$ cat config.mk
export PLATFORM = sky130hd
export DESIGN_NAME = alu_mc
export DESIGN_NICKNAME = d
export VERILOG_FILES = /design/src/rtl/alu_pkg.sv /design/src/rtl/alu_iter_unit.sv /design/src/rtl/alu_mc.sv
export SDC_FILE = /design/constraint.sdc
export NUM_CORES = 1
export LEC_CHECK = 0
export CORE_MARGIN = 2
export CORE_UTILIZATION = 40
export DETAILED_ROUTE_END_ITERATION = 12
export SYNTH_ARGS = -nofsm -noshare
export SYNTH_HDL_FRONTEND = slang
export SYNTH_HIERARCHICAL = 1
export SYNTH_SLANG_ARGS = --single-unit
$ cat constraint.sdc
create_clock -name clk -period 8.5 [get_ports clk]
set_input_delay 1.7 -clock clk [delete_from_list [all_inputs] [get_ports clk]]
set_output_delay 1.7 -clock clk [all_outputs]
set_load 0.01 [all_outputs]
$ cat src/rtl/alu_pkg.sv
// alu_pkg: function codes, flag bit positions and handshake FSM states for alu_mc
package alu_pkg;
  localparam logic [3:0] F_ADD = 4'b0000;
  localparam logic [3:0] F_SUB = 4'b0001;
  localparam logic [3:0] F_AND = 4'b0010;
  localparam logic [3:0] F_OR  = 4'b0011;
  localparam logic [3:0] F_XOR = 4'b0100;
  localparam logic [3:0] F_CMP = 4'b0101;
  localparam logic [3:0] F_ADC = 4'b0110;
  localparam logic [3:0] F_SBC = 4'b0111;
  localparam logic [3:0] F_MOV = 4'b1000;
  localparam logic [3:0] F_SHL = 4'b1001;
  localparam logic [3:0] F_SHR = 4'b1010;
  localparam logic [3:0] F_SAR = 4'b1011;
  localparam logic [3:0] F_MUL = 4'b1100;
  localparam logic [3:0] F_NOP = 4'b1101;
  localparam int FS = 3;
  localparam int FZ = 2;
  localparam int FC = 1;
  localparam int FV = 0;
  typedef enum logic {IDLE, ITER} state_t;
endpackage

$ cat src/rtl/alu_iter_unit.sv
// alu_iter_unit: one-bit-per-cycle shifter and shift-add multiplier; done when the count drains
module alu_iter_unit import alu_pkg::*; #(
  parameter int WIDTH = 16
) (
  input  logic             clk,
  input  logic             rst,
  input  logic             start_i,
  input  logic [3:0]       op_i,
  input  logic [WIDTH-1:0] a_i,
  input  logic [WIDTH-1:0] b_i,
  output logic             done_o,
  output logic [WIDTH-1:0] res_o,
  output logic             c_o
);
  localparam int SHAMT_W = $clog2(WIDTH);
  localparam int CNT_W = $clog2(WIDTH + 1);
  logic [WIDTH-1:0] acc_q, acc_d, opd_q, mpl_q;
  logic [CNT_W-1:0] cnt_q;
  logic [3:0] op_q;
  logic c_q, c_d;
  always_comb begin
    acc_d = op_q == F_SHL ? acc_q << 1 :
            op_q == F_SHR ? acc_q >> 1 :
            op_q == F_SAR ? {acc_q[WIDTH-1], acc_q[WIDTH-1:1]} :
            mpl_q[0] ? acc_q + opd_q : acc_q;
    c_d = op_q == F_SHL ? acc_q[WIDTH-1] :
          (op_q == F_SHR || op_q == F_SAR) ? acc_q[0] : 1'b0;
  end
  always_ff @(posedge clk) begin
    if (rst) begin
      op_q  <= F_NOP;
      acc_q <= '0;
      opd_q <= '0;
      mpl_q <= '0;
      cnt_q <= '0;
      c_q   <= 1'b0;
    end else if (start_i) begin
      op_q  <= op_i;
      acc_q <= op_i == F_MUL ? '0 : a_i;
      opd_q <= a_i;
      mpl_q <= b_i;
      cnt_q <= op_i == F_MUL ? CNT_W'(WIDTH) : CNT_W'(b_i[SHAMT_W-1:0]);
      c_q   <= 1'b0;
    end else if (cnt_q != '0) begin
      acc_q <= acc_d;
      c_q   <= c_d;
      opd_q <= opd_q << 1;
      mpl_q <= mpl_q >> 1;
      cnt_q <= cnt_q - 1'b1;
    end
  end
  assign done_o = cnt_q == '0;
  assign res_o  = acc_q;
  assign c_o    = c_q;
endmodule

$ cat src/rtl/alu_mc.sv
// alu_mc: multi-cycle ALU with valid/ready handshake, registered result and persistent {s,z,c,v} flags
module alu_mc import alu_pkg::*; #(
  parameter int WIDTH = 16
) (
  input  logic             clk,
  input  logic             rst,
  input  logic             in_valid,
  output logic             in_ready,
  input  logic [WIDTH-1:0] a,
  input  logic [WIDTH-1:0] b,
  input  logic [3:0]       fcode,
  output logic             out_valid,
  output logic [WIDTH-1:0] result,
  output logic [3:0]       code
);
  localparam int SHAMT_W = $clog2(WIDTH);
  state_t state_q;
  logic pend_q, out_valid_q, accept, is_iter, iter_done, iter_c;
  logic c_d, v_d, wr_res, wr_code, cin, bin;
  logic [WIDTH-1:0] a_q, b_q, result_q, res_d, iter_res;
  logic [3:0] f_q, code_q;
  logic [WIDTH:0] sum, diff;
  assign in_ready = state_q == IDLE;
  assign accept   = in_valid && in_ready;
  assign is_iter  = fcode == F_MUL ||
                    ((fcode == F_SHL || fcode == F_SHR || fcode == F_SAR) && b[SHAMT_W-1:0] != '0);
  alu_iter_unit #(.WIDTH(WIDTH)) u_iter (
    .clk     (clk),
    .rst     (rst),
    .start_i (accept && is_iter),
    .op_i    (fcode),
    .a_i     (a),
    .b_i     (b),
    .done_o  (iter_done),
    .res_o   (iter_res),
    .c_o     (iter_c)
  );
  // single-cycle ops evaluate one edge after accept, so they see flags written at their accept edge
  always_comb begin
    cin  = f_q == F_ADC && code_q[FC];
    bin  = f_q == F_SBC && code_q[FC];
    sum  = {1'b0, a_q} + {1'b0, b_q} + (WIDTH+1)'(cin);
    diff = {1'b0, a_q} - {1'b0, b_q} - (WIDTH+1)'(bin);
    res_d   = a_q;
    c_d     = 1'b0;
    v_d     = 1'b0;
    wr_res  = 1'b1;
    wr_code = 1'b1;
    case (f_q)
      F_ADD, F_ADC: begin
        res_d = sum[WIDTH-1:0];
        c_d   = sum[WIDTH];
        v_d   = a_q[WIDTH-1] == b_q[WIDTH-1] && sum[WIDTH-1] != a_q[WIDTH-1];
      end
      F_SUB, F_SBC, F_CMP: begin
        res_d  = diff[WIDTH-1:0];
        c_d    = diff[WIDTH];
        v_d    = a_q[WIDTH-1] != b_q[WIDTH-1] && diff[WIDTH-1] != a_q[WIDTH-1];
        wr_res = f_q != F_CMP;
      end
      F_AND: res_d = a_q & b_q;
      F_OR:  res_d = a_q | b_q;
      F_XOR: res_d = a_q ^ b_q;
      F_MOV: res_d = b_q;
      F_SHL, F_SHR, F_SAR: res_d = a_q;
      default: begin
        wr_res  = 1'b0;
        wr_code = 1'b0;
      end
    endcase
  end
  always_ff @(posedge clk) begin
    if (rst) begin
      state_q     <= IDLE;
      pend_q      <= 1'b0;
      out_valid_q <= 1'b0;
      result_q    <= '0;
      code_q      <= '0;
      a_q         <= '0;
      b_q         <= '0;
      f_q         <= F_NOP;
    end else begin
      pend_q      <= accept && !is_iter;
      out_valid_q <= pend_q || (state_q == ITER && iter_done);
      if (accept) begin
        a_q <= a;
        b_q <= b;
        f_q <= fcode;
      end
      if (pend_q && wr_res) result_q <= res_d;
      if (pend_q && wr_code) code_q <= {res_d[WIDTH-1], res_d == '0, c_d, v_d};
      if (state_q == ITER && iter_done) begin
        result_q <= iter_res;
        code_q   <= {iter_res[WIDTH-1], iter_res == '0, iter_c, 1'b0};
      end
      state_q <= (state_q == IDLE && accept && is_iter) ? ITER :
                 (state_q == ITER && iter_done) ? IDLE : state_q;
    end
  end
  assign out_valid = out_valid_q;
  assign result    = result_q;
  assign code      = code_q;
endmodule

==> flow_summary.toml, run 1 <==
[critical_path]
end_kind = "flop"
start_kind = "input pin"
critPathMaxFanout = 45
critical_path_required_ps = 8820
crit_chain = "clkdlybuf4s50_1 > nor4_1 > nor3_1 > o21ai_0 > nor2_4 > or2_0 > o21ai_0 > o31ai_1"
slowest_stage = "or2_0"
cp_num_buf_inv = 1
cpMostUsedCell = "o21ai_0"
crit_arrival_ps = 5080
critPathKind = "in -> reg"
cpPeakStageDelay_ps = 940
crit_family = "simple AND/OR/NAND/NOR gates"

[job]
drv_cap = 0

[cts]
root_buffer = "clkbuf_16"
cts_buffers = 17
clock_latency_ps = 420
htree_num_levels = 4
cts_resized = 0
cts_tree = "built"
ctsHoldBuffers = 0
clock_path_buffers = 2
clk_pin_slew_ps = 60
clock-sinks = 117
postCtsSetupBuffers = 0

[layout]
drive_above_1_share = 0.0572
insertedDiodeCount = 0
final_cells = 1578
area_growth_pct = 14.8
fin_nets = 1403

[power]
ir_drop_mv = 0.182
total_power_uw = 2320
power_density_nw_per_um2 = 220
p_leak_uw = 0.00410

[place]
io_buffers = 60
dpl.hpwl_um = 22300
gp_congestion = 0.923
dp_cells = 1546

[global_route]
track_usage = 0.253
grt_max_degree = 83
grt_pass1_vias = 8530
grt_overflow = 0
antenna_found_initial = 0
grt_pass1_wl_um = 48000

[timing]
tightest_slew_ps = 1120
grt_setup_unrepaired = "no"
fin_worst_skew_ps = 13.4
max_freq_mhz = 210
period_share = 0.559
hold_viol = 0
hold_ws_ps = 483
slew_violations = 0
relSlewSlack = 0.254
period_needed_ps = 4750
fin_setup_tns_ps = 0
finalSetupViolCount = 0

[floorplan]
ios = 61
die-width_um = 155
rows = 55
die_h_um = 155
die_area_sq_um = 24200
initial_core_util = 0.407
core_sq_um = 22600

[synth]
synthesis.area_sq_um = 9180
yosysWarnings = 6
ys_seq_elements = 117
synthCells = 1269
ys.flop_type = "dfxtp_1"
avgSynthCellArea_sq_um = 7.23
seq_area_frac_synth = 0.255
synth.net_count = 1392
synth_cell_types = 84
async_reset_ff_frac = 0
synth-edff-count = 0

[drt]
drc_errors = 0
wl_per_cell_um = 19.5
via_count = 9403
postRouteWirelength_um = 30700
avgViaCountPerCell = 5.96
drtIter0Drc = 968
first_pass_iters = 5
ant_nets = 0

[status]
status = "complete, no violations"

[worst_hold_path]
worst_hold_path_type = "reg -> reg"
-- worst paths after layout --
kind / startpoint / endpoint / slack [ps] / cells past startpoint
hold / removal: code[3] / code[3] / 480 / 2
hold reg to reg: code[3] / code[3] / 480 / 2
setup reg to reg: f_q[2] / code[2] / 3960 / 15
setup / recovery: b[2] / u_iter/res_o[13] / 3750 / 8
-- tightest hold or removal path, delay by kind of cell, from the launching register on --
family	cells	cell delay [ps]
flip-flops	1	310
AO/OA/AOI/OAI	1	80
AND/OR/NAND/NOR	1	50
-- registers in the layout, indices dropped and copies added (netlist names) --
signal,cells
u_iter/mpl_q,16
f_q,4
code,4
pend_q,1
u_iter/opd_q,16
u_iter/op_q,4
out_valid,1
state_q,1
result,16
u_iter/c_o,1
u_iter/res_o,16
a_q,16
b_q,16
u_iter/cnt_q,5
-- routing by layer --
layer,global-route usage,wire [um]
met5,0,0
met4,0.0778,694
met1,0.374,14400
met2,0.376,13400
met3,0.0384,2180
-- synthesized netlist by cell type, types with 6 or more instances --
cell,number,area share
nand2_1,228,0.093
a21oi_1,169,0.092
nor2_1,122,0.050
dfxtp_1,117,0.26
ha_1,79,0.11
inv_1,62,0.025
o21ai_0,52,0.028
clkbuf_1,46,0.019
o211ai_1,24,0.020
nor3_1,21,0.011
a211oi_1,17,0.014
buf_2,17,0.0093
nand3_1,17,0.0093
xor2_1,16,0.015
a21o_1,14,0.011
a311oi_1,14,0.013
a31oi_1,14,0.0095
buf_1,13,0.0053
xnor2_1,13,0.012
and2_1,12,0.0082
o22ai_1,11,0.0075
nand4_1,10,0.0068
nor4_1,10,0.0068
a221oi_1,9,0.0086
mux2i_1,9,0.0098
nand3b_1,8,0.0065
o21a_1,7,0.0057
o31ai_1,7,0.0057
a22oi_1,6,0.0049
or3_1,6,0.0041
-- per-stage QoR --
stage	area, sq um	utilization	worst slack [ps]
after CTS	10500	0.467	3850
final	10500	0.467	3750
after global routing	10500	0.467	3500
after detailed placement	9880	0.438	3400
after global placement	9880	0.438	3490
after floorplan	9180	-	4370
-- power breakdown --
part	switching (uW)	total [uW]	internal [uW]
Clock	287	795	509
Combinational	525	823	298
Sequential	85.0	698	613
-- kinds of logic after synthesis --
kind of cell,share of synthesized area
buf+inv,0.0650
compound gates,0.286
fa+ha+maj,0.119
simple gates,0.237
xor+xnor,0.0277
mux,0.00982
flops,0.255
-- cell type report --
class / instances / area, sq um
inverters: 63 / 238
well taps: 285 / 357
fillers: 2295 / 12000
clock buffers: 18 / 439
clock inverters: 14 / 211
flip-flops and latches: 117 / 2340
repair buffers: 73 / 696
multi-input cells: 1008 / 6250
-- cells in the final DEF (no fill, tap or decap), drive strengths merged, types with 6 or more instances in the layout --
master and n:
or3 7, nand2 229, a211oi 17, nor3 22, a22oi 6, a21o 14
a311oi 14, o21a 7, mux2i 9, nand4 10, nand3b 8, xnor2 13
nand3 17, nor4 10, o22ai 12, dfxtp 117, clkbuf 18, xor2 16
clkdlybuf4s50 59, o21ai 56, or2 7, o31ai 7, ha 79, o211ai 26
buf 14, a21oi 170, a31oi 14, inv 70, and2 12, a221oi 10
nor2 123
Note: power is estimated with default switching activity, not from simulation.
==> inputs of run 2 (changes only) <==
- clock period: 8.5 -> 4.3 ns (I/O delays scaled with it)
==> flow_summary.toml, run 2 (synthesized netlist as in run 1, its figures left out) <==
[status]
status = "complete, no violations"

[layout]
drive_above_1_share = 0.0680
fin_nets = 1418
layout_common_cells = "nand2_1 (228), a21oi_1 (169), nor2_1 (120)"
fillCellCount = 2333
insertedDiodeCount = 0
multi_input_area_sq_um = 6260
final_common_cell = "nand2_1"
seq_area_sq_um = 2340
fin_util = 0.469
area_growth_pct = 15.4

[critical_path]
critical_path_required_ps = 4630
slowest_stage = "o32ai_1"
critPathMaxFanout = 4
cpPeakStageDelay_ps = 460
crit_arrival_ps = 4410
crit_chain = "inv_1 > nor2_1 > nand4_1 > fa_1 > ha_1 > a211oi_1 > o22ai_1 > nand2b_1 > xnor2_1 > nor2_1 > o32ai_1 > nand4_1 > or4_1 > o41ai_2"
start_kind = "flop"
critPathKind = "reg -> reg"
end_kind = "flop"

[power]
p_leak_uw = 0.00415
ir_drop_mv = 0.438
clockPowerShare = 0.325
power_density_nw_per_um2 = 425
switching_share = 0.393
p_switching_uw = 1770
p_seq_frac = 0.307
p_comb_frac = 0.368
internal-power_uw = 2730

[timing]
hold_viol = 0
period_share = 0.948
fin_worst_skew_ps = 11.1
max_freq_mhz = 245
period_needed_ps = 4080
tightest_slew_ps = 851
fin_setup_tns_ps = 0
finalSetupViolCount = 0
slew_violations = 0
grt_setup_unrepaired = "no"
relSlewSlack = 0.432

[floorplan]
rows = 55
die-width_um = 155
die_area_sq_um = 24200
ios = 61
initial_core_util = 0.407
die_h_um = 155
core_sq_um = 22600

[cts]
root_buffer = "clkbuf_16"
clock_path_buffers = 2
cts_tree = "built"
htree_num_levels = 4
clock-sinks = 117
clk_pin_slew_ps = 60
clock_latency_ps = 430
cts_buffers = 17
ctsHoldBuffers = 0

[drt]
via_count = 9444
avgViaCountPerCell = 5.93
wl_per_cell_um = 19.6
drtIter0Drc = 1013
ant_nets = 0
postRouteWirelength_um = 31200
drc_errors = 0
first_pass_iters = 8

[global_route]
grt_pass1_vias = 8704
antenna_found_initial = 0
track_usage = 0.260
grt_overflow = 0
grt_max_degree = 64
grt_pass1_wl_um = 49200

[worst_hold_path]
worst_hold_path_type = "reg -> reg"

[place]
io_buffers = 60
gp_congestion = 0.910
dpl.hpwl_um = 22800

[job]
drv_cap = 0
run 2: changes by cell type in the layout (fill, tap and decap cells not counted), sizes merged:
cell | previous run | this run
clkbuf | 18 | 21
clkinv | 2 | 7
inv | 70 | 64
bufinv | 4 | 2
buf | 14 | 29
run 2: timing repair:
action | in CTS | in global routing
endpoints found under the setup margin | 0 | 1
buffers inserted | 0 | 0
gates resized for setup | 0 | 1
run 2: power by group through the flow:
stage | clock network, uW | registers, uW | logic (uW)
floorplan | 0 | 1340 | 1190
global placement | 0 | 1400 | 1620
detailed placement | 0 | 1400 | 1630
CTS | 1480 | 1370 | 1640
global route | 1520 | 1400 | 1840
finish | 1460 | 1380 | 1660
run 2: metal layers:
layer | routed length [um] | track usage
met2 | 13700 | 0.393
met5 | 0 | 0
met4 | 750 | 0.0909
met3 | 2310 | 0.0451
met1 | 14500 | 0.372
run 2: worst paths after layout:
check	start	to	slack (ps)	cells past startpoint
max reg2reg	f_q[2]	code[2]	220	14
min	a_q[4]	a_q[4]	470	2
max	f_q[2]	code[2]	220	14
min reg2reg	a_q[4]	a_q[4]	470	2
run 2: through the flow:
| step | cells | hold slack [ps] | setup WS (ps) | area [sq um] | power (uW) |
|---|---|---|---|---|---|
| 4_1_cts | 1593 | 475 | 310 | 10600 | 4490 |
| 3_5_place_dp | 1561 | 467 | 373 | 10000 | 3030 |
| 3_3_place_gp | 1561 | 464 | 410 | 10000 | 3020 |
| 5_1_grt | 1593 | 495 | 78.8 | 10600 | 4760 |
| 2_1_floorplan | 1269 | 454 | 168 | 9180 | 2540 |
| 6_report | 1593 | 470 | 225 | 10600 | 4500 |
run 2: final cells by class:
type,instances,area share
multi-input combinational,1008,0.591
clock buffer,21,0.0444
inverter,63,0.0224
clock inverter,11,0.0116
sequential,117,0.221
timing repair buffer,88,0.0763
tap,285,0.0337
run 2: worst max-delay path, delay by kind of cell, from the launching register on:
| family | cells | cell delay (ps) |
|---|---|---|
| AOI/OAI and AO/OA | 4 | 1370 |
| xor gates and xnor gates | 1 | 170 |
| adders and majority gates | 2 | 760 |
| buffers and inverters | 1 | 50 |
| DFF | 1 | 320 |
| and+or+nand+nor | 6 | 1290 |
